<file path="src/rtl/rv32_mc_pkg.sv">
// Purpose: shared types, codes and helpers for the E-stage multicycle sequencer.
// Latency: n/a (package only).
// Backpressure: n/a (package only).
package rv32_mc_pkg;

  localparam int ALU_CONTROL_WIDTH = 5;

  // Decoded ALU control codes seen by the E stage
  localparam logic [ALU_CONTROL_WIDTH-1:0] ALU_ADD    = 5'd0;
  localparam logic [ALU_CONTROL_WIDTH-1:0] ALU_SUB    = 5'd1;
  localparam logic [ALU_CONTROL_WIDTH-1:0] ALU_AND    = 5'd2;
  localparam logic [ALU_CONTROL_WIDTH-1:0] ALU_OR     = 5'd3;
  localparam logic [ALU_CONTROL_WIDTH-1:0] ALU_XOR    = 5'd4;
  localparam logic [ALU_CONTROL_WIDTH-1:0] ALU_SLL    = 5'd5;
  localparam logic [ALU_CONTROL_WIDTH-1:0] ALU_SRL    = 5'd6;
  localparam logic [ALU_CONTROL_WIDTH-1:0] ALU_SRA    = 5'd7;
  localparam logic [ALU_CONTROL_WIDTH-1:0] ALU_MUL    = 5'd8;
  localparam logic [ALU_CONTROL_WIDTH-1:0] ALU_MULH   = 5'd9;
  localparam logic [ALU_CONTROL_WIDTH-1:0] ALU_MULHSU = 5'd10;
  localparam logic [ALU_CONTROL_WIDTH-1:0] ALU_MULHU  = 5'd11;
  localparam logic [ALU_CONTROL_WIDTH-1:0] ALU_DIV    = 5'd12;
  localparam logic [ALU_CONTROL_WIDTH-1:0] ALU_DIVU   = 5'd13;
  localparam logic [ALU_CONTROL_WIDTH-1:0] ALU_REM    = 5'd14;
  localparam logic [ALU_CONTROL_WIDTH-1:0] ALU_REMU   = 5'd15;
  localparam logic [ALU_CONTROL_WIDTH-1:0] ALU_FDIV   = 5'd16;
  localparam logic [ALU_CONTROL_WIDTH-1:0] ALU_FSQRT  = 5'd17;
  localparam logic [ALU_CONTROL_WIDTH-1:0] ALU_FMADD  = 5'd18;
  localparam logic [ALU_CONTROL_WIDTH-1:0] ALU_FMSUB  = 5'd19;
  localparam logic [ALU_CONTROL_WIDTH-1:0] ALU_FNMSUB = 5'd20;
  localparam logic [ALU_CONTROL_WIDTH-1:0] ALU_FNMADD = 5'd21;

  localparam logic [1:0] UNIT_IDIV = 2'd0;
  localparam logic [1:0] UNIT_FDIV = 2'd1;
  localparam logic [1:0] UNIT_FMA  = 2'd2;

  localparam logic [31:0] DIV_ZERO_Q = 32'hFFFF_FFFF;
  localparam logic [31:0] INT_MIN    = 32'h8000_0000;

  typedef enum logic [1:0] {
    ST_IDLE  = 2'd0,
    ST_ISSUE = 2'd1,
    ST_WAIT  = 2'd2,
    ST_RESP  = 2'd3
  } mc_state_t;

  typedef struct packed {
    logic       mc;
    logic [1:0] unit;
  } mc_class_t;

  // Map an ALU control code to {is multicycle, owning unit}
  function automatic mc_class_t is_multicycle(input logic [ALU_CONTROL_WIDTH-1:0] alu_control);
    mc_class_t c;
    c.mc   = 1'b0;
    c.unit = UNIT_IDIV;
    case (alu_control)
      ALU_DIV, ALU_DIVU, ALU_REM, ALU_REMU: begin
        c.mc   = 1'b1;
        c.unit = UNIT_IDIV;
      end
      ALU_FDIV, ALU_FSQRT: begin
        c.mc   = 1'b1;
        c.unit = UNIT_FDIV;
      end
      ALU_FMADD, ALU_FMSUB, ALU_FNMSUB, ALU_FNMADD: begin
        c.mc   = 1'b1;
        c.unit = UNIT_FMA;
      end
      default: begin
        c.mc   = 1'b0;
        c.unit = UNIT_IDIV;
      end
    endcase
    return c;
  endfunction

endpackage

</file>
<file path="src/rtl/rv32_e_mc_timeout_counter.sv">
// Purpose: per-operation watchdog counter with terminal-count flag.
// Latency: terminal_o is combinational from the registered count.
// Backpressure: none; counts while enabled and saturates at terminal count.
module rv32_e_mc_timeout_counter #(
  parameter int TIMEOUT_CYCLES = 64
) (
  input  logic clk_i,
  input  logic rst_i,
  input  logic clear_i,
  input  logic enable_i,
  output logic terminal_o
);

  localparam int CW = (TIMEOUT_CYCLES > 2) ? $clog2(TIMEOUT_CYCLES) : 1;

  logic [CW-1:0] count_q;

  assign terminal_o = (count_q == CW'(TIMEOUT_CYCLES - 1));

  // Clear on issue, count up while waiting, hold once the terminal count is hit
  always_ff @(posedge clk_i or posedge rst_i) begin
    if (rst_i) begin
      count_q <= '0;
    end else if (clear_i) begin
      count_q <= '0;
    end else if (enable_i && !terminal_o) begin
      count_q <= count_q + 1'b1;
    end
  end

endmodule

</file>
<file path="src/rtl/rv32_e_multicycle_ctrl.sv">
// Purpose: E-stage sequencer that stalls, starts and waits on IDIV/FDIV/FMA units, one result beat per op.
// Latency: accept T, start T+1, result beat >= T+3; divide special cases return at T+1.
// Backpressure: stall_o holds E and upstream from accept through WAIT; released in the result beat.
module rv32_e_multicycle_ctrl
  import rv32_mc_pkg::*;
#(
  parameter int TIMEOUT_CYCLES = 64,
  parameter int NUM_UNITS      = 3
) (
  input  logic                         clk_i,
  input  logic                         rst_i,
  input  logic                         valid_i,
  input  logic                         flush_i,
  input  logic [ALU_CONTROL_WIDTH-1:0] alu_control_i,
  input  logic [31:0]                  rs1_i,
  input  logic [31:0]                  rs2_i,
  output logic                         stall_o,
  output logic [NUM_UNITS-1:0]         unit_start_o,
  output logic [NUM_UNITS-1:0]         unit_kill_o,
  output logic [ALU_CONTROL_WIDTH-1:0] unit_op_o,
  input  logic [NUM_UNITS-1:0]         unit_done_i,
  input  logic [NUM_UNITS*32-1:0]      unit_result_i,
  input  logic [NUM_UNITS*5-1:0]       unit_fflags_i,
  output logic                         result_valid_o,
  output logic [31:0]                  result_o,
  output logic [4:0]                   fflags_o,
  output logic                         timeout_o
);

  mc_state_t                    state_q, state_d;
  logic [ALU_CONTROL_WIDTH-1:0] op_q;
  logic [1:0]                   sel_q;
  logic [31:0]                  result_q;
  logic [4:0]                   fflags_q;
  logic                         timeout_q;

  mc_class_t cls;
  logic      accept, is_idiv, is_signed, is_rem, div_zero, div_ovf, fast_path;
  logic [31:0] fast_result;
  logic [NUM_UNITS-1:0] sel_oh;
  logic      sel_done, tc;
  logic      ld_done, ld_timeout;
  logic [31:0] sel_result;
  logic [4:0]  sel_fflags;

  assign cls       = is_multicycle(alu_control_i);
  assign accept    = (state_q == ST_IDLE) && valid_i && cls.mc && !flush_i;
  assign is_idiv   = (cls.unit == UNIT_IDIV);
  assign is_signed = (alu_control_i == ALU_DIV) || (alu_control_i == ALU_REM);
  assign is_rem    = (alu_control_i == ALU_REM) || (alu_control_i == ALU_REMU);
  assign div_zero  = is_idiv && (rs2_i == 32'd0);
  assign div_ovf   = is_signed && (rs1_i == INT_MIN) && (rs2_i == 32'hFFFF_FFFF);
  assign fast_path = div_zero || div_ovf;
  // Division by zero wins over the signed overflow pattern (rs2 cannot be both)
  assign fast_result = div_zero ? (is_rem ? rs1_i : DIV_ZERO_Q)
                                : (is_rem ? 32'd0 : INT_MIN);

  assign sel_oh   = NUM_UNITS'(1) << sel_q;
  assign sel_done = |(unit_done_i & sel_oh);

  // Pick the selected unit's result and flags
  always_comb begin
    sel_result = unit_result_i[31:0];
    sel_fflags = unit_fflags_i[4:0];
    case (sel_q)
      UNIT_FDIV: begin
        sel_result = unit_result_i[63:32];
        sel_fflags = unit_fflags_i[9:5];
      end
      UNIT_FMA: begin
        sel_result = unit_result_i[95:64];
        sel_fflags = unit_fflags_i[14:10];
      end
      default: begin
        sel_result = unit_result_i[31:0];
        sel_fflags = unit_fflags_i[4:0];
      end
    endcase
  end

  rv32_e_mc_timeout_counter #(
    .TIMEOUT_CYCLES(TIMEOUT_CYCLES)
  ) u_timeout (
    .clk_i     (clk_i),
    .rst_i     (rst_i),
    .clear_i   (state_q == ST_ISSUE),
    .enable_i  (state_q == ST_WAIT),
    .terminal_o(tc)
  );

  // State register
  always_ff @(posedge clk_i or posedge rst_i) begin
    if (rst_i) state_q <= ST_IDLE;
    else       state_q <= state_d;
  end

  // Next state and control pulses; flush outranks done, timeout and accept
  always_comb begin
    state_d        = state_q;
    stall_o        = 1'b0;
    unit_start_o   = '0;
    unit_kill_o    = '0;
    result_valid_o = 1'b0;
    ld_done        = 1'b0;
    ld_timeout     = 1'b0;
    case (state_q)
      ST_IDLE: begin
        if (accept) begin
          stall_o = 1'b1;
          state_d = fast_path ? ST_RESP : ST_ISSUE;
        end
      end
      ST_ISSUE: begin
        stall_o = 1'b1;
        if (flush_i) begin
          unit_kill_o = sel_oh;
          state_d     = ST_IDLE;
        end else begin
          unit_start_o = sel_oh;
          state_d      = ST_WAIT;
        end
      end
      ST_WAIT: begin
        stall_o = 1'b1;
        if (flush_i) begin
          unit_kill_o = sel_oh;
          state_d     = ST_IDLE;
        end else if (sel_done) begin
          ld_done = 1'b1;
          state_d = ST_RESP;
        end else if (tc) begin
          unit_kill_o = sel_oh;
          ld_timeout  = 1'b1;
          state_d     = ST_RESP;
        end
      end
      ST_RESP: begin
        result_valid_o = !flush_i;
        state_d        = ST_IDLE;
      end
      default: state_d = ST_IDLE;
    endcase
  end

  // Latch op/unit on accept and the response payload when its source resolves
  always_ff @(posedge clk_i or posedge rst_i) begin
    if (rst_i) begin
      op_q      <= '0;
      sel_q     <= UNIT_IDIV;
      result_q  <= '0;
      fflags_q  <= '0;
      timeout_q <= 1'b0;
    end else begin
      if (accept) begin
        op_q  <= alu_control_i;
        sel_q <= cls.unit;
        if (fast_path) begin
          result_q  <= fast_result;
          fflags_q  <= '0;
          timeout_q <= 1'b0;
        end
      end
      if (ld_done) begin
        result_q  <= sel_result;
        fflags_q  <= sel_fflags;
        timeout_q <= 1'b0;
      end
      if (ld_timeout) begin
        result_q  <= '0;
        fflags_q  <= '0;
        timeout_q <= 1'b1;
      end
    end
  end

  assign unit_op_o = op_q;
  assign result_o  = result_q;
  assign fflags_o  = fflags_q;
  assign timeout_o = timeout_q;

endmodule

</file>
<file path="config.mk">
export PLATFORM = sky130hd
export DESIGN_NAME = rv32_e_multicycle_ctrl
export DESIGN_NICKNAME = d
export VERILOG_FILES = /design/src/rtl/rv32_mc_pkg.sv /design/src/rtl/rv32_e_mc_timeout_counter.sv /design/src/rtl/rv32_e_multicycle_ctrl.sv
export SDC_FILE = /design/constraint.sdc
export NUM_CORES = 1
export LEC_CHECK = 0
export ABC_AREA = 1
export CAP_MARGIN = 20
export CORE_ASPECT_RATIO = 0.75
export CORE_MARGIN = 2
export CORE_UTILIZATION = 30
export CTS_CLUSTER_DIAMETER = 200
export DETAILED_ROUTE_END_ITERATION = 10
export PLACE_DENSITY = 0.67
export RECOVER_POWER = 25
export SYNTH_ARGS = -nofsm -noshare
export SYNTH_HDL_FRONTEND = slang
export SYNTH_SLANG_ARGS = --single-unit
</file>
<file path="constraint.sdc">
create_clock -name clk_i -period 1.8 [get_ports clk_i]
set_clock_uncertainty 0.05 [all_clocks]
set_input_delay 0.45 -clock clk_i [delete_from_list [all_inputs] [get_ports clk_i]]
set_output_delay 0.45 -clock clk_i [all_outputs]
set_load 0.01 [all_outputs]
</file>
==> reports/results.txt, run 1 <==
Relative to the synthesized area, the layout overhead comes to 95.57%. The tools report the number of buffers between clock root and the deepest sink as 2. The share of the core filled with cells in the final layout was 0.6022. The number of CTS-inserted buffers is 5.

For the clock network fraction of total power, the log shows 0.134. For the pin with the worst max-slew slack, the measured transition is 0.7749 ns. The final worst-path cycle share came out at 1.171.

For the number of hold buffers added after cts, the log shows 0. The total congestion overflow after global routing was 0. The worst hold-check slack came out at 0.4296 ns. For the area enclosed by the die boundary, the log shows 15890 sq um.

The smallest clock period supported by the final layout is computed as 2.108 ns. The half-perimeter wire length after placement was 14.81 mm. Global routing usage summed across all routing layers: 0.2382.

The worst setup path is launched from a flip-flop. At the end of the flow, the number of nets in the layout was 1214. The floorplan step set the die width to 144.9 um. In the final timing run, aggregate negative setup slack is -10.85 ns.

At the end of routability-driven placement, the weighted congestion stood at 0.8892. Master cell of the clock root buffer: sky130_fd_sc_hd__clkbuf_16. The tools report the worst vdd rail ir drop as 390.1 uV. The worst slew slack as a fraction of its limit was 0.4834. The sequential share of power is 0.235. The final reports fail on negative setup slack. After detailed routing, the average wire length per cell comes to 16.56 um.

Total placed cells including tap cells: 1178. Setup violations remaining at the end of the flow were counted as 46. The run gives 54 as the pin count of the biggest net entering global routing.

In this run the core area contains 38 standard-cell rows. The net switching power figure came out at 0.002964 W. The type of the worst setup path is flip-flop to output pin.

The count of state elements after synthesis is 53, and the remaining antenna violation count after routing is 0. Clock latency on the worst-skew pair: 0.30 ns. The clock edge transition at the registers on the reported setup and hold paths was 0.07 ns.

The clock net in this run drives a total of 53 sinks. Global routing met1 resource utilization: 0.2925. In the layout the commonest cells are sky130_fd_sc_hd__nand2_1 (221), sky130_fd_sc_hd__clkdlybuf4s50_1 (204), sky130_fd_sc_hd__buf_4 (67). For this run, the slowest stage of the critical path takes 0.42 ns. The fraction of final layout cells with drive strength greater than 1 was 0.2776. The CTS H-tree depth is 2. The number of antenna violations at the first check in global routing is 0, and the internal power contribution is 0.004427 W.

The met2 usage in global routing came out at 0.4286. Setup repair after global routing could not meet its margin everywhere. After global routing, the most crowded layer is met2.

The data required time at the worst endpoint is 1.30 ns, and the power density over the cells is 846.3 nW/um^2. The net switching fraction of the power was 0.4010; the synthesis warning total was 0. The tools report the number of violations reported at the end of detailed-routing iteration 0 as 187. The critical-path maximum fanout was 3; the die span in y was 109.7 um. The number of nets produced by synthesis is 907, and the average cell area after synthesis is 6.307 sq um. In this run the count of I/O pins placed on the die edge is 238.

In this run the tool buffered the top-level ports with 237 buffer cells. The netlist area before placement is 4466 sq um, and the final-report max-slew violation count is 0. Wires add up to 20.14 mm.

The power share of the combinational group was 0.631; the final-report hold violation count was 0. The logs give 0 for the residual DRC count and 0.4744 GHz for the timing-limited maximum frequency. The tightest min-delay check is of the flip-flop to flip-flop type.

The data arrival time of the critical path was 1.61 ns; the total leakage power was 4.093 nW. For the final worst setup slack, the log shows -0.3081 ns. TritonCTS built the clock tree. The pre-antenna-repair detailed-routing pass consisted of 4 iterations. The first global-routing pass estimated 28.68 mm of wire. The signal on the critical path passes through inv_2 > ha_4 > nand2_4 > nand3_4 > nor2_4 > nor2_4 > nor3_2 > buf_2. The worst setup path is captured at an output pin. Among the stages of the critical path, the cell type that occurs most often is sky130_fd_sc_hd__nor2_4. Detailed routing inserted a total of 5744 vias. The finished layout holds 1216 standard cells, fillers aside. The slowest stage cell on the critical path was sky130_fd_sc_hd__dfrtp_1.

The run finished, with violations left. The via-per-instance ratio was 4.724; the area of the core was 14500 sq um. Most common library cell in the layout ignoring fill and taps: sky130_fd_sc_hd__nand2_1. The run gives 0 as the number of max-capacitance violations reported. The run gives 5565 as the number of global-route vias before repair. The effective utilization at floorplan came out at 0.3079. The cell count after synthesis came out at 708. Once placement finished, the instance area stood at 7507 sq um.

The logs give 0.2970 for the share of synthesized area occupied by flip-flops and latches and 0.05749 for the met3 demand-to-capacity share in global routing. With fillers left out, the area of the finished cells amounts to 8733 sq um. The distinct cell type count of the synthesized netlist came out at 34.

Number of diodes added for antenna fixing: 0.
[critical path, delay by kind of cell, from the launching register on]
| kind | cells | cell delay (ns) |
|---|---|---|
| buffers and inverters | 2 | 0.25 |
| adders and majority gates | 1 | 0.18 |
| DFF | 1 | 0.42 |
| and+or+nand+nor | 5 | 0.46 |
[power by group through the flow]
stage                     logic (W)  registers, W  clock network [W]
after floorplan             0.00169       0.00185                  0
after global placement      0.00388       0.00173                  0
after detailed placement    0.00392       0.00173                  0
after CTS                   0.00422       0.00172            0.00101
after global routing        0.00507       0.00177            0.00105
final                       0.00467       0.00173           0.000992
[flip-flops by register name, indices dropped and copies added (netlist names)]
| name | flops |
|---|---|
| sel_q | 2 |
| result_o | 32 |
| u_timeout.count_q | 6 |
| state_q | 2 |
| unit_op_o | 5 |
| timeout_o | 1 |
| fflags_o | 5 |
[final timing paths]
kind | to | cells after the start | startpoint | slack (ns)
worst max register to register | result_o[7]$_DFFE_PP0P_ | 15 | sel_q[1]$_DFFE_PP0P_ | -0.29
worst min-delay path | unit_op_o[4]$_DFFE_PP0P_ | 2 | unit_op_o[4]$_DFFE_PP0P_ | 0.43
worst min register to register | unit_op_o[4]$_DFFE_PP0P_ | 2 | unit_op_o[4]$_DFFE_PP0P_ | 0.43
worst max-delay path | unit_kill_o[1] | 8 | sel_q[1]$_DFFE_PP0P_ | -0.31
min in group asynchronous | fflags_o[1]$_DFFE_PP0P_ | 3 | rst_i | 0.77
max in group asynchronous | sel_q[0]$_DFFE_PP0P_ | 3 | rst_i | 0.36
[synth_stat cells, drive strengths merged]
master,instances,area share
or2,1,0.0014
clkbuf,9,0.0076
a211oi,1,0.0017
nor3,3,0.0034
nand4,4,0.0056
o211ai,25,0.042
dfrtp,53,0.30
a31oi,1,0.0014
a31o,1,0.0020
a21oi,25,0.028
buf,33,0.049
o21ai,30,0.034
xor2,2,0.0039
nand3,85,0.12
inv,55,0.047
nand2,283,0.24
o21a,1,0.0017
o22ai,2,0.0028
ha,12,0.034
nor2,80,0.072
and2,1,0.0014
nor3b,1,0.0017
[per-layer routing]
metal  vias to the layer above  wire (um)
li1                       2884          -
met1                      2637       8609
met2                       209       9553
met3                        14       1748
met4                         0        228
met5                         -          0
[cell families after synthesis]
| group | count (synthesis) | share of synthesized area |
|---|---|---|
| AND/OR/NAND/NOR | 458 | 0.4486 |
| buffers and inverters | 97 | 0.1037 |
| XOR/XNOR | 2 | 0.003923 |
| adder cells (fa/ha/maj) | 12 | 0.03362 |
| flip-flops | 53 | 0.2970 |
| AO/OA/AOI/OAI | 86 | 0.1132 |
[metrics by stage]
stage          setup slack (ns)  power, W
2_1_floorplan          -0.03992  0.003535
3_5_place_dp            -0.8405  0.005653
5_1_grt                 -0.4027  0.007897
4_1_cts                 -0.3048  0.006951
6_report                -0.3081  0.007391
3_3_place_gp            -0.8275  0.005613
[layout make-up]
cell class                 count  area (sq um)
fill                        1385          5768
timing repair buffer         341          3495
multi-input combinational    558          3272
sequential                    53          1328
tap                          200         250.2
inverter                      55         234.0
clock buffer                   6         128.9
clock inverter                 2         15.01
timing repair inverter         1         11.26
[what timing repair did]
action | 4_1_cts | 5_1_grt
setup buffers | 10 | 13
cloned | 4 | 5
gates resized for setup | 104 | 158
pin swaps | 26 | 79
endpoints found under the setup margin | 53 | 49
Note: power is estimated with default switching activity, not from simulation.
==> inputs of run 2 (changes only) <==
- CORE_ASPECT_RATIO: 0.75 -> default
- DONT_BUFFER_PORTS: default -> 1
- PLACE_DENSITY: 0.67 -> 0.45
==> reports/results.txt, run 2 (synthesized netlist as in run 1, its figures left out) <==
The flow ran to the end, but the final reports show violations. Violations in the final reports: negative setup slack (unchanged). The destination of the worst register-to-register timing path is result_o[28]$_DFFE_PP0P_ (was result_o[7]$_DFFE_PP0P_). The number of buffers between clock root and the deepest sink is 2 (unchanged), and the number of hold buffers added after cts is 0 (unchanged). The master cell of the clock root buffer was sky130_fd_sc_hd__clkbuf_16 (unchanged). The logs give 14530 sq um (was 14500 sq um) for the area of the core and 0.4650 GHz (was 0.4744 GHz) for the timing-limited maximum frequency. Area enclosed by the die boundary: 15880 sq um (was 15890 sq um).

The clock period minus worst slack was 2.150 ns (was 2.108 ns); the final-report max-slew violation count was 0 (unchanged). Post-layout total power: 0.006332 W (was 0.007391 W). The tools report the startpoint of the most critical setup path as sel_q[0]$_DFFE_PP0P_ (was sel_q[1]$_DFFE_PP0P_).

The clock edge transition at the registers on the reported setup and hold paths is 0.07 ns (about the same), and the non-filler instance count after layout is 950 (was 1216). For the count of TritonRoute iterations in the first routing pass, the log shows 4 (unchanged). TritonCTS built the clock tree. The final setup violation count was 45 (was 46); the data required time at the worst endpoint was 1.30 ns (about the same).

The total wirelength of the detailed-routed design was 18.91 mm (was 20.14 mm). The biggest cell delay along the critical path is 0.40 ns (was 0.42 ns). The clock sink count came out at 53 (unchanged). Setup repair after global routing could not meet its margin everywhere.

The number of flip-flops in the largest register was 32 (unchanged); the global placement routability congestion was 0.9046 (was 0.8892). The tools report the launching element type of the critical path as a flip-flop (unchanged). The net switching fraction of the power was 0.4402 (was 0.4010); the pin count of the biggest net entering global routing was 54 (unchanged). The half-perimeter wire length after placement came out at 14.12 mm (was 14.81 mm). The most prevalent standard cell on the critical path is sky130_fd_sc_hd__nor2_4 (unchanged). The die span in y is 126.0 um (was 109.7 um), and the clock network fraction of total power is 0.159 (was 0.134). The power share of the combinational group is 0.538 (was 0.631), and the via-per-instance ratio is 5.180 (was 4.724).

Path category of the worst min-delay check: primary input to flip-flop (was flip-flop to flip-flop). The slowest stage cell on the critical path was sky130_fd_sc_hd__dfrtp_1 (unchanged). The worst reg-to-reg path cell count was 15 (unchanged). The first-pass GRT wire length came out at 27.58 mm (was 28.68 mm).

Most frequent cells in the layout: sky130_fd_sc_hd__nand2_1 (259), sky130_fd_sc_hd__nand3_1 (64), sky130_fd_sc_hd__nor2_1 (63) (was sky130_fd_sc_hd__nand2_1 (221), sky130_fd_sc_hd__clkdlybuf4s50_1 (204), sky130_fd_sc_hd__buf_4 (67)). The critical-path maximum fanout came out at 3 (unchanged). The type of the worst setup path was flip-flop to output pin (unchanged).

The CTS H-tree depth was 2 (unchanged); the residual DRC count was 0 (unchanged). The final routed wire length divided by cell count works out to 19.91 um (was 16.56 um). The count of input and output buffers works out to 0 (was 237). Number of CTS-inserted buffers: 5 (unchanged).

The logs give -9.186 ns (was -10.85 ns) for the total negative slack and 0.2267 (was 0.2382) for the global routing usage summed across all routing layers. The net count of the finished layout was 963 (was 1214). The endpoint kind of the worst setup timing path is an output pin (unchanged). The tools report the net switching power figure as 0.002787 W (was 0.002964 W). The number of max-capacitance violations reported was 0 (unchanged). The sequential share of power is 0.303 (was 0.235), and the filler cell count is 1505 (was 1385).

The final worst setup slack was -0.3504 ns (was -0.3081 ns). The worst vdd rail ir drop is 394.9 uV (was 390.1 uV), and the via count is 4921 (was 5744). Power density over the cells: 1044 nW/um^2 (was 846.3 nW/um^2). The setup slack of the worst register-to-register path was -0.23 ns (was -0.29 ns). The number of standard-cell rows in the floorplan was 44 (was 38); the final worst-path cycle share was 1.195 (was 1.171). For the total placed cells including tap cells, the log shows 905 (was 1178). The startpoint of the lowest-slack register-to-register path is sel_q[0]$_DFFE_PP0P_ (was sel_q[1]$_DFFE_PP0P_).

Total congestion overflow after global routing: 0 (unchanged). Ordered cell list for the critical path: buf_6 > ha_4 > nand2_4 > nand3_4 > nor2_4 > nor2_4 > nor3_2 > buf_4 (was inv_2 > ha_4 > nand2_4 > nand3_4 > nor2_4 > nor2_4 > nor3_2 > buf_2). Effective utilization at floorplan: 0.3072 (was 0.3079).

The data arrival time of the critical path was 1.65 ns (was 1.61 ns); the fraction of final layout cells with drive strength greater than 1 was 0.2719 (was 0.2776). Clock latency on the worst-skew pair: 0.31 ns (was 0.30 ns). The synthesis-to-layout area growth works out to 35.84% (was 95.57%). The I/O pin count was 238 (unchanged); the die boundary width was 126.0 um (was 144.9 um). Number of global-route vias before repair: 5001 (was 5565). The run gives 0.03101 (was 0.4834) as the worst slew slack as a fraction of its limit.

The number of violations reported at the end of detailed-routing iteration 0 is 255 (was 187), and the number of antenna violations at the first check in global routing is 0 (unchanged). The run gives 0 (unchanged) as the remaining antenna violation count after routing. For the total leakage power, the log shows 2.838 nW (was 4.093 nW).

The tools report the internal power contribution as 0.003544 W (was 0.004427 W). The most common library cell in the layout ignoring fill and taps is sky130_fd_sc_hd__nand2_1 (unchanged). The tools report the termination of the worst setup path as unit_kill_o[1] (unchanged).

The tools report the final-report hold violation count as 0 (unchanged). The slew at the pin with the worst max-slew slack was 1.453 ns (was 0.7749 ns).
run 2: cell types whose count changed in the layout (fill, tap and decap cells not counted), moves of 12 or more:
cell                              change
sky130_fd_sc_hd__clkdlybuf4s50_1    -204
sky130_fd_sc_hd__a21oi_1             +12
sky130_fd_sc_hd__nand2_4             -16
sky130_fd_sc_hd__buf_4               -15
sky130_fd_sc_hd__nand2_1             +38
sky130_fd_sc_hd__dlygate4sd2_1       -14
sky130_fd_sc_hd__nand2_2             -22
run 2: power by group through the flow:
stage | Clock, W | Sequential [W] | Combinational [W]
after global routing | 0.00109 | 0.00197 | 0.00373
after CTS | 0.00104 | 0.00192 | 0.00313
after detailed placement | 0 | 0.00194 | 0.00263
after floorplan | 0 | 0.00185 | 0.00169
final | 0.00100 | 0.00192 | 0.00341
after global placement | 0 | 0.00194 | 0.00258
run 2: layout make-up:
cell class,count,area [sq um],area share
multi-input cells,558,3052,0.5031
flip-flops and latches,53,1326,0.2186
repair buffers,90,1067,0.1759
inverters,55,240.2,0.03960
well taps,184,230.2,0.03795
clock buffers,6,128.9,0.02125
clock inverters,2,13.76,0.002269
repair inverters,1,5.005,0.0008251
diodes,1,2.502,0.0004125
run 2: worst min-delay path by stage:
| stage | start | endpoint | slack, ns | cells past startpoint |
|---|---|---|---|---|
| floorplan | sel_q[1]$_DFFE_PP0P_ | sel_q[1]$_DFFE_PP0P_ | 0.43 | 2 |
| global placement | rst_i | fflags_o[0]$_DFFE_PP0P_ | 0.37 | 2 |
| finish | unit_fflags_i[2] | fflags_o[2]$_DFFE_PP0P_ | 0.24 | 2 |
| global route | unit_fflags_i[4] | fflags_o[4]$_DFFE_PP0P_ | 0.25 | 2 |
| detailed placement | rst_i | fflags_o[0]$_DFFE_PP0P_ | 0.38 | 2 |
| CTS | rst_i | fflags_o[0]$_DFFE_PP0P_ | 0.04 | 2 |
run 2: repair_timing:
item,4_1_cts,5_1_grt
setup endpoints to repair,45,51
gates resized for setup,85,51
setup buffers,18,10
gates cloned,5,6
pin swaps,31,18
run 2: layer usage:
layer,track usage,wire [um],vias to the layer above
li1,-,-,2381
met2,0.4092,9356,228
met5,0,0,-
met1,0.2596,7506,2284
met4,0.08662,614,0
met3,0.05183,1434,28
run 2: per-stage QoR:
stage               utilization  setup WS, ns  hold slack [ns]  cell area [sq um]
floorplan                     -      -0.03992           0.4268               4473
global placement         0.3425       -0.1411           0.3679               4977
detailed placement       0.3425       -0.2011           0.3755               4977
CTS                      0.3929       -0.3202          0.03602               5710
global route             0.4172       -0.4104           0.2466               6063
finish                   0.4174       -0.3504           0.2407               6066
run 2: worst max-delay path, delay by kind of cell, from the launching register on:
| kind | cells | cell delay [ns] |
|---|---|---|
| buffers and inverters | 2 | 0.28 |
| adders and majority gates | 1 | 0.17 |
| and+or+nand+nor | 5 | 0.49 |
| DFF | 1 | 0.40 |
==> inputs of run 3 (changes only) <==
- GPL_ROUTABILITY_DRIVEN: default -> 1
- SLEW_MARGIN: default -> 0
==> results of run 3 <==
The final DEF is identical to that of run 2; final timing and power are the same.
